$ cat config.mk
export PLATFORM = sky130hd
export DESIGN_NAME = uart_tx_arbiter_flat
export DESIGN_NICKNAME = d
export VERILOG_FILES = /design/src/rtl/uart_tx_arbiter_if.sv /design/src/rtl/uart_tx_arbiter.sv /design/src/flat_wrapper.sv
export SDC_FILE = /design/constraint.sdc
export NUM_CORES = 1
export LEC_CHECK = 0
export ABC_AREA = 1
export BUFFER_PORTS_ARGS = -buffer_cell sky130_fd_sc_hd__buf_2
export CORE_AREA = 5 5 73 75
export CTS_CLUSTER_SIZE = 10
export DETAILED_ROUTE_END_ITERATION = 10
export DIE_AREA = 0 0 78 80
export PLACE_DENSITY = 0.87
export SLEW_MARGIN = 20
export SYNTH_ARGS = -nofsm -noshare
export SYNTH_HDL_FRONTEND = slang
export SYNTH_SLANG_ARGS = --single-unit
$ cat constraint.sdc
create_clock -name clk -period 2.1 [get_ports clk]
set_input_delay 0.21 -clock clk [delete_from_list [all_inputs] [get_ports clk]]
set_output_delay 0.21 -clock clk [all_outputs]
set_load 0.02 [all_outputs]
$ cat src/rtl/uart_tx_arbiter_if.sv
// Requester byte streams plus the UART serializer start/busy handshake.
// The arbiter connects through the slave modport.
interface uart_tx_arbiter_if #(
    parameter int NUM_REQ = 4
);
    logic [NUM_REQ-1:0]      req_valid;
    logic [NUM_REQ-1:0][7:0] req_data;
    logic [NUM_REQ-1:0]      req_last;
    logic [NUM_REQ-1:0]      req_ready;
    logic [7:0]              tx_data;
    logic                    tx_start;
    logic                    tx_busy;

    modport master (
        output req_valid, req_data, req_last, tx_busy,
        input  req_ready, tx_data, tx_start
    );

    modport slave (
        input  req_valid, req_data, req_last, tx_busy,
        output req_ready, tx_data, tx_start
    );
endinterface

$ cat src/rtl/uart_tx_arbiter.sv
// Round-robin, packet-locked arbiter feeding one UART TX serializer.
// Enforces an idle gap after each byte and force-releases stalled locks.
module uart_tx_arbiter #(
    parameter int  NUM_REQ      = 4,
    parameter int  GAP_CLKS     = 16,
    parameter int  LOCK_TIMEOUT = 4096,
    localparam int IDW          = $clog2(NUM_REQ)
) (
    input  logic               clk,
    input  logic               rst_n,
    uart_tx_arbiter_if.slave   bus,
    output logic               grant_active,
    output logic [IDW-1:0]     grant_id,
    output logic               lock_timeout
);
    localparam int GW = $clog2(GAP_CLKS + 2);
    localparam int TW = $clog2(LOCK_TIMEOUT + 1);

    typedef enum logic [2:0] {IDLE, LOAD, START, BUSY, GAP} state_t;

    state_t         state;
    logic [IDW-1:0] rr_ptr;
    logic [IDW-1:0] pick;
    logic [IDW-1:0] nxt_ptr;
    logic [IDW:0]   cand;
    logic           hit;
    logic           last_r;
    logic           start_first;
    logic           byte_done;
    logic [7:0]     tx_data_r;
    logic [GW-1:0]  gap_cnt;
    logic [TW-1:0]  to_cnt;

    // Scan downward in offset so the smallest offset from rr_ptr wins.
    always_comb begin
        hit  = 1'b0;
        pick = rr_ptr;
        cand = '0;
        for (int k = NUM_REQ - 1; k >= 0; k--) begin
            cand = {1'b0, rr_ptr} + (IDW+1)'(k);
            if (cand >= (IDW+1)'(NUM_REQ))
                cand = cand - (IDW+1)'(NUM_REQ);
            if (bus.req_valid[cand[IDW-1:0]]) begin
                hit  = 1'b1;
                pick = cand[IDW-1:0];
            end
        end
    end

    assign nxt_ptr = (grant_id == IDW'(NUM_REQ - 1)) ? '0 : grant_id + IDW'(1);

    always_comb begin
        bus.req_ready = '0;
        if (state == LOAD)
            bus.req_ready[grant_id] = 1'b1;
    end

    // First START cycle always strobes; afterwards strobe only until busy shows.
    assign bus.tx_start = (state == START) && (start_first || !bus.tx_busy);
    assign bus.tx_data  = tx_data_r;

    assign byte_done = (state == BUSY && !bus.tx_busy && GAP_CLKS == 0) ||
                       (state == GAP && gap_cnt == GW'(GAP_CLKS - 1));

    always_ff @(posedge clk or negedge rst_n) begin
        if (!rst_n) begin
            state        <= IDLE;
            rr_ptr       <= '0;
            grant_id     <= '0;
            grant_active <= 1'b0;
            lock_timeout <= 1'b0;
            tx_data_r    <= 8'h00;
            last_r       <= 1'b0;
            start_first  <= 1'b0;
            gap_cnt      <= '0;
            to_cnt       <= '0;
        end else begin
            lock_timeout <= 1'b0;
            start_first  <= 1'b0;
            case (state)
                IDLE: if (hit) begin
                    grant_id     <= pick;
                    grant_active <= 1'b1;
                    state        <= LOAD;
                end
                LOAD: if (bus.req_valid[grant_id]) begin
                    tx_data_r   <= bus.req_data[grant_id];
                    last_r      <= bus.req_last[grant_id];
                    to_cnt      <= '0;
                    start_first <= 1'b1;
                    state       <= START;
                end else if (to_cnt == TW'(LOCK_TIMEOUT - 1)) begin
                    to_cnt       <= '0;
                    lock_timeout <= 1'b1;
                    grant_active <= 1'b0;
                    rr_ptr       <= nxt_ptr;
                    state        <= IDLE;
                end else begin
                    to_cnt <= to_cnt + TW'(1);
                end
                START: if (bus.tx_busy) state <= BUSY;
                BUSY:  if (!bus.tx_busy) state <= GAP;
                GAP:   gap_cnt <= gap_cnt + GW'(1);
                default: state <= IDLE;
            endcase
            // Post-gap decision overrides the per-state next values above.
            if (byte_done) begin
                gap_cnt <= '0;
                if (last_r) begin
                    grant_active <= 1'b0;
                    rr_ptr       <= nxt_ptr;
                    state        <= IDLE;
                end else begin
                    state <= LOAD;
                end
            end
        end
    end
endmodule

$ cat src/flat_wrapper.sv
// flat-port wrapper written by rule: the top's interface ports become plain ports
module uart_tx_arbiter_flat 
#(
    parameter int  NUM_REQ      = 4,
    parameter int  GAP_CLKS     = 16,
    parameter int  LOCK_TIMEOUT = 4096,
    localparam int IDW          = $clog2(NUM_REQ)
)
  (clk, rst_n, grant_active, grant_id, lock_timeout, bus_req_valid, bus_req_data, bus_req_last, bus_tx_busy, bus_req_ready, bus_tx_data, bus_tx_start);
  uart_tx_arbiter_if #(.NUM_REQ(NUM_REQ)) bus_i ();
  input  logic clk;
  input  logic rst_n;
  output logic grant_active;
  output logic [IDW-1:0] grant_id;
  output logic lock_timeout;
  input wire logic [$bits(bus_i.req_valid)-1:0] bus_req_valid;
  input wire logic [$bits(bus_i.req_data)-1:0] bus_req_data;
  input wire logic [$bits(bus_i.req_last)-1:0] bus_req_last;
  input wire logic [$bits(bus_i.tx_busy)-1:0] bus_tx_busy;
  output wire logic [$bits(bus_i.req_ready)-1:0] bus_req_ready;
  output wire logic [$bits(bus_i.tx_data)-1:0] bus_tx_data;
  output wire logic [$bits(bus_i.tx_start)-1:0] bus_tx_start;
  assign bus_i.req_valid = bus_req_valid;
  assign bus_i.req_data = bus_req_data;
  assign bus_i.req_last = bus_req_last;
  assign bus_i.tx_busy = bus_tx_busy;
  assign bus_req_ready = bus_i.req_ready;
  assign bus_tx_data = bus_i.tx_data;
  assign bus_tx_start = bus_i.tx_start;
  uart_tx_arbiter #(.NUM_REQ(NUM_REQ), .GAP_CLKS(GAP_CLKS), .LOCK_TIMEOUT(LOCK_TIMEOUT)) u_core (.clk(clk), .rst_n(rst_n), .bus(bus_i), .grant_active(grant_active), .grant_id(grant_id), .lock_timeout(lock_timeout));
endmodule
==> results of run 1 <==
## critical path: cells and delay by family, from the launching register on
family                 cells  cell delay (ps)
AND/OR/NAND/NOR            2              590
buffers and inverters      2              400
flip-flops                 1              430
## metal layers
layer,GRT usage,vias up,routed length [um]
met5,0,-,0
met2,0.326,76,2960
met4,0.0642,0,93
li1,-,1187,-
met3,0.0440,14,366
met1,0.237,1100,2480
## path summary, 6_finish.rpt
path / start / endpoint / slack, ps
setup / recovery: u_core.state[2]$_DFFE_PN0P_ / bus_req_ready[1] / 170
hold / removal: rst_n / u_core.bus.tx_data[4]$_DFFE_PN0P_ / 20
setup reg to reg: u_core.grant_id[0]$_DFFE_PN0P_ / u_core.to_cnt[11]$_DFFE_PN0P_ / 320
hold reg to reg: u_core.bus.tx_data[3]$_DFFE_PN0P_ / u_core.bus.tx_data[3]$_DFFE_PN0P_ / 480
max in group asynchronous: rst_n / u_core.to_cnt[2]$_DFFE_PN0P_ / 1570
min in group clk: bus_tx_busy / u_core.state[0]$_DFFE_PN0P_ / 240
## power by group through the flow
| stage | clock network, mW | registers, mW | logic, mW |
|---|---|---|---|
| floorplan | 0 | 1.26 | 1.08 |
| global placement | 0 | 1.20 | 1.53 |
| detailed placement | 0 | 1.21 | 1.60 |
| CTS | 0.648 | 1.20 | 1.61 |
| global route | 0.674 | 1.24 | 1.82 |
| finish | 0.640 | 1.21 | 1.61 |
## Yosys cell counts
cell / instances / share of area
a211oi_1: 1 / 0.0032
a21boi_2: 1 / 0.0048
a21oi_1: 5 / 0.011
a21oi_4: 1 / 0.0070
buf_2: 1 / 0.0021
buf_4: 2 / 0.0064
buf_6: 2 / 0.0097
clkbuf_1: 4 / 0.0064
clkbuf_2: 1 / 0.0021
dfrtp_1: 37 / 0.40
ha_1: 6 / 0.032
inv_1: 39 / 0.063
inv_2: 2 / 0.0032
nand2_1: 100 / 0.16
nand2_2: 1 / 0.0027
nand3_1: 21 / 0.045
nand3_2: 1 / 0.0043
nand4_1: 7 / 0.019
nor2_1: 39 / 0.063
nor3_1: 6 / 0.013
nor3_4: 1 / 0.0070
o21ai_0: 28 / 0.060
o22ai_1: 16 / 0.043
or2_2: 1 / 0.0027
xnor2_1: 1 / 0.0038
xor2_1: 7 / 0.026
## through the flow
step	utilization	hold slack (ps)	area, um2
global route	0.606	77.4	2790
global placement	0.580	352	2670
finish	0.606	15.9	2790
floorplan	-	-85.6	2330
detailed placement	0.580	360	2670
CTS	0.605	43.5	2780
## cells in the final DEF, fill, tap and decap left out, drive strengths merged
cell type  synthesis  final
a211oi             1      1
a21boi             1      1
a21oi              6      6
buf                5     64
bufinv             0      1
clkbuf             5      7
dfrtp             37     37
ha                 6      6
inv               41     41
nand2            101    101
nand3             22     22
nand4              7      7
nor2              39     39
nor3               7      7
o21ai             28     28
o22ai             16     16
or2                1      1
xnor2              1      1
xor2               7      7
## state kept, by name, indices dropped and copies added, names as in the netlist
name / cells
u_core.bus.tx_data: 8
u_core.gap_cnt: 5
u_core.grant_active: 1
u_core.grant_id: 2
u_core.last_r: 1
u_core.lock_timeout: 1
u_core.rr_ptr: 2
u_core.start_first: 1
u_core.state: 3
u_core.to_cnt: 13
## repair_timing
action,CTS,global route
resized for setup,0,1
setup endpoints to repair,0,3
hold buffers,0,0
## logic make-up after synthesis
| family | share of synthesized area |
|---|---|
| flip-flops | 0.398 |
| buffers and inverters | 0.0930 |
| XOR/XNOR | 0.0301 |
| AND/OR/NAND/NOR | 0.318 |
| adder cells (fa/ha/maj) | 0.0323 |
| AO/OA/AOI/OAI | 0.129 |
## cell type report
type,instances,area (um2),area share
inverters,41,154,0.0552
multi-input cells,243,1190,0.427
well taps,54,67.6,0.0242
clock buffers,7,86.3,0.0310
clock inverters,1,30.0,0.0108
flip-flops and latches,37,926,0.332
repair buffers,64,333,0.119
==> impl_metrics.json, run 1 <==
{
  "diodes": 0,
  "path_clk_slew_ps": 70,
  "routedWlPerCell_um": 13.2,
  "global_route.usage.total": 0.191,
  "synth_seq_cells": 37,
  "firstDrtPassIters": 4,
  "synth_area_um2": 2330,
  "cts_buffer_depth": 2,
  "final_antenna_net_count": 0,
  "power_density_nw_per_um2": 1240,
  "drcViolationCount": 0,
  "path_class": "flip-flop to output port",
  "drv_slew": 0,
  "period_share": 0.921,
  "grt_pass1_wl_mm": 9.76,
  "core_area_um2": 4600,
  "clockRootBuffer": "clkbuf_8",
  "fin_worst_skew_ps": 7.39,
  "cts_sinks": 37,
  "run_status": "finished clean",
  "place_ws_ps": 200,
  "seq_power_share": 0.349,
  "power_mw": 3.45,
  "via_per_inst": 5.32,
  "area_growth_pct": 19.7,
  "fin_setup_tns_ps": 0,
  "critPathMaxFanout": 11,
  "cp-start-kind": "flip-flop",
  "start_util": 0.506,
  "chipHeight_um": 80,
  "critPathRequiredTime_ps": 1890,
  "cts_setup_buffers": 0,
  "grt_pass1_vias": 2262,
  "slowest_stage": "nor3_4",
  "core.rowCount": 25,
  "cts_buffers": 5,
  "placed_cells": 439,
  "max_slew.worst_pin.slew_ps": 829,
  "cell_internal_pwr_mw": 1.92,
  "dp_hpwl_mm": 4.41,
  "synth_cell_type_count": 26,
  "gp_congestion": 0.977,
  "r2r_cells": 8,
  "p_leak_nw": 1.45,
  "slew_headroom": 0.447,
  "clockPowerShare": 0.185,
  "htreeDepth": 2,
  "vias": 2377,
  "fin_ws_ps": 166,
  "p_switching_mw": 1.53,
  "cap_violations": 0,
  "clock.fmax_ghz": 0.517,
  "antenna_found_initial": 0,
  "critPathMaxStageDelay_ps": 440,
  "drive_gt1_frac": 0.204,
  "setup_viol": 0,
  "drtIter0Drc": 197,
  "io_pins": 60,
  "switching_share": 0.444,
  "clk_latency_ps": 300,
  "ir_drop_v": 0.000617,
  "layout.cells.non_filler": 447,
  "port_buffers": 59,
  "min_period_ps": 1930,
  "grt_start_max_net_pins": 38,
  "critPathArrivalTime_ps": 1720,
  "gr-total-overflow": 0,
  "cp-end-kind": "output port",
  "num-fill-cells": 408,
  "yosysSeqAreaShare": 0.398,
  "cts_tree": "done",
  "crit_chain": "nor3_4, inv_2, nor2_1, buf_2",
  "die_area_um2": 6240,
  "hp-class": "input port to async pin",
  "routed_wl_mm": 5.90,
  "rsz0062_at_grt": "false",
  "syn_nets": 380,
  "die_w_um": 78,
  "combPwrFrac": 0.465,
  "nNetsFinal": 441,
  "syn_inst": 331,
  "avgSynthCellArea_um2": 7.03,
  "hold_viol_final": 0,
  "yosys_warnings": 0
}
No activity file was read; power rests on OpenSTA's default activity.
==> run 2, diff against run 1 <==
- CORE_AREA: 5 5 73 75 -> 5 5 72 74
- CTS_BUF_LIST: unset -> sky130_fd_sc_hd__clkbuf_4
- DIE_AREA: 0 0 78 80 -> 0 0 77 79
- PLACE_DENSITY: 0.87 -> 0.89
==> impl_metrics.json, run 2 (synthesis results as in run 1) <==
{
  "cp-start-kind": "flip-flop",
  "diodes": 0,
  "grt_start_max_net_pins": 38,
  "fin_setup_tns_ps": 0,
  "min_period_ps": 1870,
  "path_delay_family": "simple AND/OR/NAND/NOR gates",
  "vias": 2357,
  "path_class": "flip-flop to flip-flop",
  "htreeDepth": 2,
  "path_buf_inv": 0,
  "crit_chain": "ha_1, nand3_1, nor3_1, nand2_1, nand3_1, a21oi_1, o21ai_0, nand2_1",
  "placed_cells": 439,
  "routed_wl_mm": 5.73,
  "mostFrequentLayoutCells": "100 x nand2_1, 59 x buf_2, 39 x inv_1, 39 x nor2_1, 37 x dfrtp_1",
  "slew_headroom": 0.462,
  "chipHeight_um": 79,
  "routedWlPerCell_um": 12.8,
  "setup_viol": 0,
  "critPathMaxStageDelay_ps": 400,
  "grt_pass1_wl_mm": 9.79,
  "cp-end-kind": "flip-flop",
  "path_clk_slew_ps": 110,
  "cts_resized": 0,
  "power_density_nw_per_um2": 1170,
  "cts_buffers": 5,
  "drv_slew": 0,
  "clock.fmax_ghz": 0.536,
  "area_growth_pct": 17.7,
  "core.rowCount": 25,
  "nNetsFinal": 444,
  "grt_pass1_vias": 2310,
  "critPathRequiredTime_ps": 2350,
  "dp_hpwl_mm": 4.44,
  "via_per_inst": 5.25,
  "dpl_cell_area_um2": 2670,
  "layout.cells.non_filler": 449,
  "critPathMaxFanout": 15,
  "hold_viol_final": 0,
  "period_share": 0.889,
  "cts_tree": "done",
  "antenna_found_initial": 0,
  "rsz0062_at_grt": "false",
  "firstDrtPassIters": 5,
  "ir_drop_v": 0.000515,
  "p_leak_nw": 1.44,
  "gp_congestion": 0.904,
  "die_w_um": 77,
  "drcViolationCount": 0,
  "fin_area_um2": 2740,
  "drive_gt1_frac": 0.203,
  "slowest_stage": "dfrtp_1",
  "cap_violations": 0,
  "max_slew.worst_pin.slew_ps": 808,
  "run_status": "finished clean",
  "clockRootBuffer": "clkbuf_4",
  "power_mw": 3.19,
  "regMostFlops": "u_core.to_cnt",
  "start_util": 0.513,
  "final_util": 0.604,
  "clk_latency_ps": 350,
  "critPathArrivalTime_ps": 2110,
  "drtIter0Drc": 150,
  "global_route.usage.total": 0.195,
  "die_area_um2": 6080,
  "final_antenna_net_count": 0,
  "layout_commonest_cell": "nand2_1",
  "gr-total-overflow": 0,
  "cts_sinks": 37,
  "cts_buffer_depth": 2,
  "port_buffers": 59,
  "fin_worst_skew_ps": 11.7,
  "io_pins": 60,
  "largest_reg_flops": 13,
  "hp-class": "input port to flip-flop",
  "core_area_um2": 4540
}
run 2: cell types whose count changed in the layout (fill, tap and decap cells not counted), sizes merged:
| cell | delta |
|---|---|
| bufinv | -1 |
| clkinv | +1 |
| buf | +2 |
| clkbuf | -1 |
| dlygate4sd3 | +1 |
run 2: path summary, 6_finish.rpt:
| path | slack [ps] | cells past startpoint | to | startpoint |
|---|---|---|---|---|
| max | 230 | 8 | u_core.to_cnt[11]$_DFFE_PN0P_ | u_core.to_cnt[0]$_DFFE_PN0P_ |
| min | 170 | 5 | u_core.state[0]$_DFFE_PN0P_ | bus_tx_busy |
| max reg2reg | 230 | 8 | u_core.to_cnt[11]$_DFFE_PN0P_ | u_core.to_cnt[0]$_DFFE_PN0P_ |
| min reg2reg | 490 | 2 | u_core.bus.tx_data[2]$_DFFE_PN0P_ | u_core.bus.tx_data[2]$_DFFE_PN0P_ |
| max in group asynchronous | 1110 | 2 | u_core.state[0]$_DFFE_PN0P_ | rst_n |
| min in group asynchronous | 480 | 2 | u_core.to_cnt[5]$_DFFE_PN0P_ | rst_n |
run 2: timing repair:
item                                    CTS  global route
setup buffers                             0             2
endpoints found under the hold margin    37             0
hold buffers                              1             0
endpoints found under the setup margin    0             3
run 2: cell type report:
| cell class | instances | area (um2) |
|---|---|---|
| fill | 387 | 1800 |
| sequential | 37 | 926 |
| multi-input combinational | 243 | 1180 |
| clock buffer | 6 | 45.0 |
| inverter | 41 | 154 |
| clock inverter | 1 | 3.75 |
| tap | 54 | 67.6 |
| timing repair buffer | 67 | 358 |
run 2: through the flow:
step	worst slack [ps]	hold WS [ps]
5_1_grt	33.3	191
6_report	234	169
2_1_floorplan	557	-85.6
3_5_place_dp	240	351
3_3_place_gp	349	338
4_1_cts	125	152
run 2: worst register-to-register path: cells and delay by family (launching register included):
family                   cells  cell delay (ps)
AND/OR/NAND/NOR              5              920
AO/OA/AOI/OAI                2              170
adder cells (fa/ha/maj)      1              280
flip-flops                   1              400
run 2: power breakdown:
part | internal (mW) | switching, mW | leakage [nW]
registers | 0.963 | 0.223 | 0.483
clock network | 0.135 | 0.228 | 0.0292
logic | 0.592 | 1.05 | 0.926
run 2: routing by layer:
layer  up-vias  GRT usage  routed length (um)
met4         0     0.0773                 112
met1      1078      0.227                2390
met3        13     0.0567                 428
met5         -          0                   0
met2        74      0.337                2790
li1       1192          -                   -
==> run 3, diff against run 2 <==
- CELL_PAD_IN_SITES_DETAIL_PLACEMENT: unset -> 1
- CELL_PAD_IN_SITES_GLOBAL_PLACEMENT: unset -> 1
- CORE_AREA: 5 5 72 74 -> 5 5 84 86
- DIE_AREA: 0 0 77 79 -> 0 0 89 91
- PLACE_DENSITY: 0.89 -> 0.91
==> impl_metrics.json, run 3 (synthesis results as in run 1) <==
{
  "setup_viol": 0,
  "grtUsageMet3": 0.0443,
  "critPathRequiredTime_ps": 1890,
  "dp_hpwl_mm": 5.71,
  "cts_buffers": 5,
  "diodes": 0,
  "start_util": 0.375,
  "clk_latency_ps": 350,
  "routedWlPerCell_um": 15.7,
  "mostFrequentLayoutCells": "100 x nand2_1, 59 x buf_2, 39 x inv_1, 39 x nor2_1, 36 x dfrtp_1",
  "power_mw": 3.44,
  "min_period_ps": 2000,
  "clock.fmax_ghz": 0.501,
  "final_util": 0.452,
  "path_clk_slew_ps": 120,
  "cts_tree": "done",
  "drive_gt1_frac": 0.209,
  "critPathMaxFanout": 21,
  "vias": 2471,
  "place_ws_ps": 268,
  "gr-total-overflow": 0,
  "hold_viol_final": 0,
  "layout_commonest_cell": "nand2_1",
  "path_class": "flip-flop to output port",
  "largest_reg_flops": 13,
  "gp_congestion": 0.791,
  "p_leak_nw": 1.45,
  "fin_worst_skew_ps": 7.88,
  "clockRootBuffer": "clkbuf_4",
  "grtUsageMet1": 0.228,
  "firstDrtPassIters": 4,
  "grt_start_max_net_pins": 38,
  "via_per_inst": 5.21,
  "port_buffers": 59,
  "min_path_cells": 5,
  "max_slew.worst_pin.slew_ps": 849,
  "dpl_cell_area_um2": 2720,
  "regMostFlops": "u_core.to_cnt",
  "die_area_um2": 8100,
  "antenna_found_initial": 0,
  "final_antenna_net_count": 0,
  "core.rowCount": 29,
  "fin_area_um2": 2810,
  "grt_util_met2": 0.342,
  "rsz0062_at_grt": "false",
  "critPathArrivalTime_ps": 1790,
  "hp-class": "input port to flip-flop",
  "cts_sinks": 37,
  "cap_violations": 0,
  "slew_headroom": 0.434,
  "grt_pass1_wl_mm": 12.6,
  "period_share": 0.951,
  "fin_ws_ps": 104,
  "power_density_nw_per_um2": 1230,
  "global_route.usage.total": 0.194,
  "cts_buffer_depth": 2,
  "htreeDepth": 2,
  "cp-start-kind": "flip-flop",
  "fin_setup_tns_ps": 0,
  "routed_wl_mm": 7.44,
  "chipHeight_um": 91,
  "grt_pass1_vias": 2742,
  "cp-end-kind": "output port",
  "top_usage_layer": "met2",
  "io_pins": 60,
  "nNetsFinal": 445,
  "drv_slew": 0,
  "r2r_cells": 9,
  "drcViolationCount": 0,
  "drtIter0Drc": 57,
  "cts_setup_buffers": 0,
  "ir_drop_v": 0.000482,
  "run_status": "finished clean",
  "area_growth_pct": 20.6,
  "die_w_um": 89,
  "core_area_um2": 6200
}
[run 3: where the power goes]
group	switching (mW)	internal (mW)	total, mW
logic	1.12	0.590	1.71
registers	0.260	0.964	1.22
clock network	0.260	0.247	0.507
[run 3: routing by layer]
| metal | part of all wire | up-vias |
|---|---|---|
| li1 | - | 1198 |
| met1 | 0.41 | 1189 |
| met2 | 0.52 | 69 |
| met3 | 0.052 | 15 |
| met4 | 0.017 | 0 |
| met5 | 0 | - |
[run 3: what timing repair did]
item / 4_1_cts / 5_1_grt
endpoints found under the setup margin: 0 / 1
hold buffers: 1 / 0
hold endpoints to repair: 37 / 0
gates resized for setup: 0 / 1
[run 3: final timing paths]
path	startpoint	end	slack [ps]
worst max-delay path	u_core.grant_id[0]$_DFFE_PN0P_	bus_req_ready[2]	100
worst min-delay path	bus_tx_busy	u_core.state[0]$_DFFE_PN0P_	160
worst max register to register	u_core.to_cnt[0]$_DFFE_PN0P_	u_core.state[0]$_DFFE_PN0P_	270
worst min register to register	u_core.bus.tx_data[5]$_DFFE_PN0P_	u_core.bus.tx_data[5]$_DFFE_PN0P_	500
max in group asynchronous	rst_n	u_core.grant_id[0]$_DFFE_PN0P_	1010
min in group asynchronous	rst_n	u_core.to_cnt[0]$_DFFE_PN0P_	490
[run 3: worst max-delay path, cell delays in order (launching register included)]
cell     delay (ps)
dfrtp_2         490
inv_1           120
buf_4           260
ha_1            180
inv_1            40
nor2_1          150
buf_2           190
[run 3: metrics by stage]
| stage | instances | hold slack, ps |
|---|---|---|
| 2_1_floorplan | 331 | -85.6 |
| 3_3_place_gp | 465 | 360 |
| 3_5_place_dp | 465 | 367 |
| 4_1_cts | 474 | 159 |
| 5_1_grt | 474 | 174 |
| 6_report | 474 | 163 |
[run 3: final cells by class]
class                   count  area, um2
flip-flops and latches     37        927
repair buffers             68        365
fillers                   819       3400
clock buffers               5       37.5
inverters                  41        154
clock inverters             3       41.3
multi-input cells         243       1180
well taps                  77       96.3
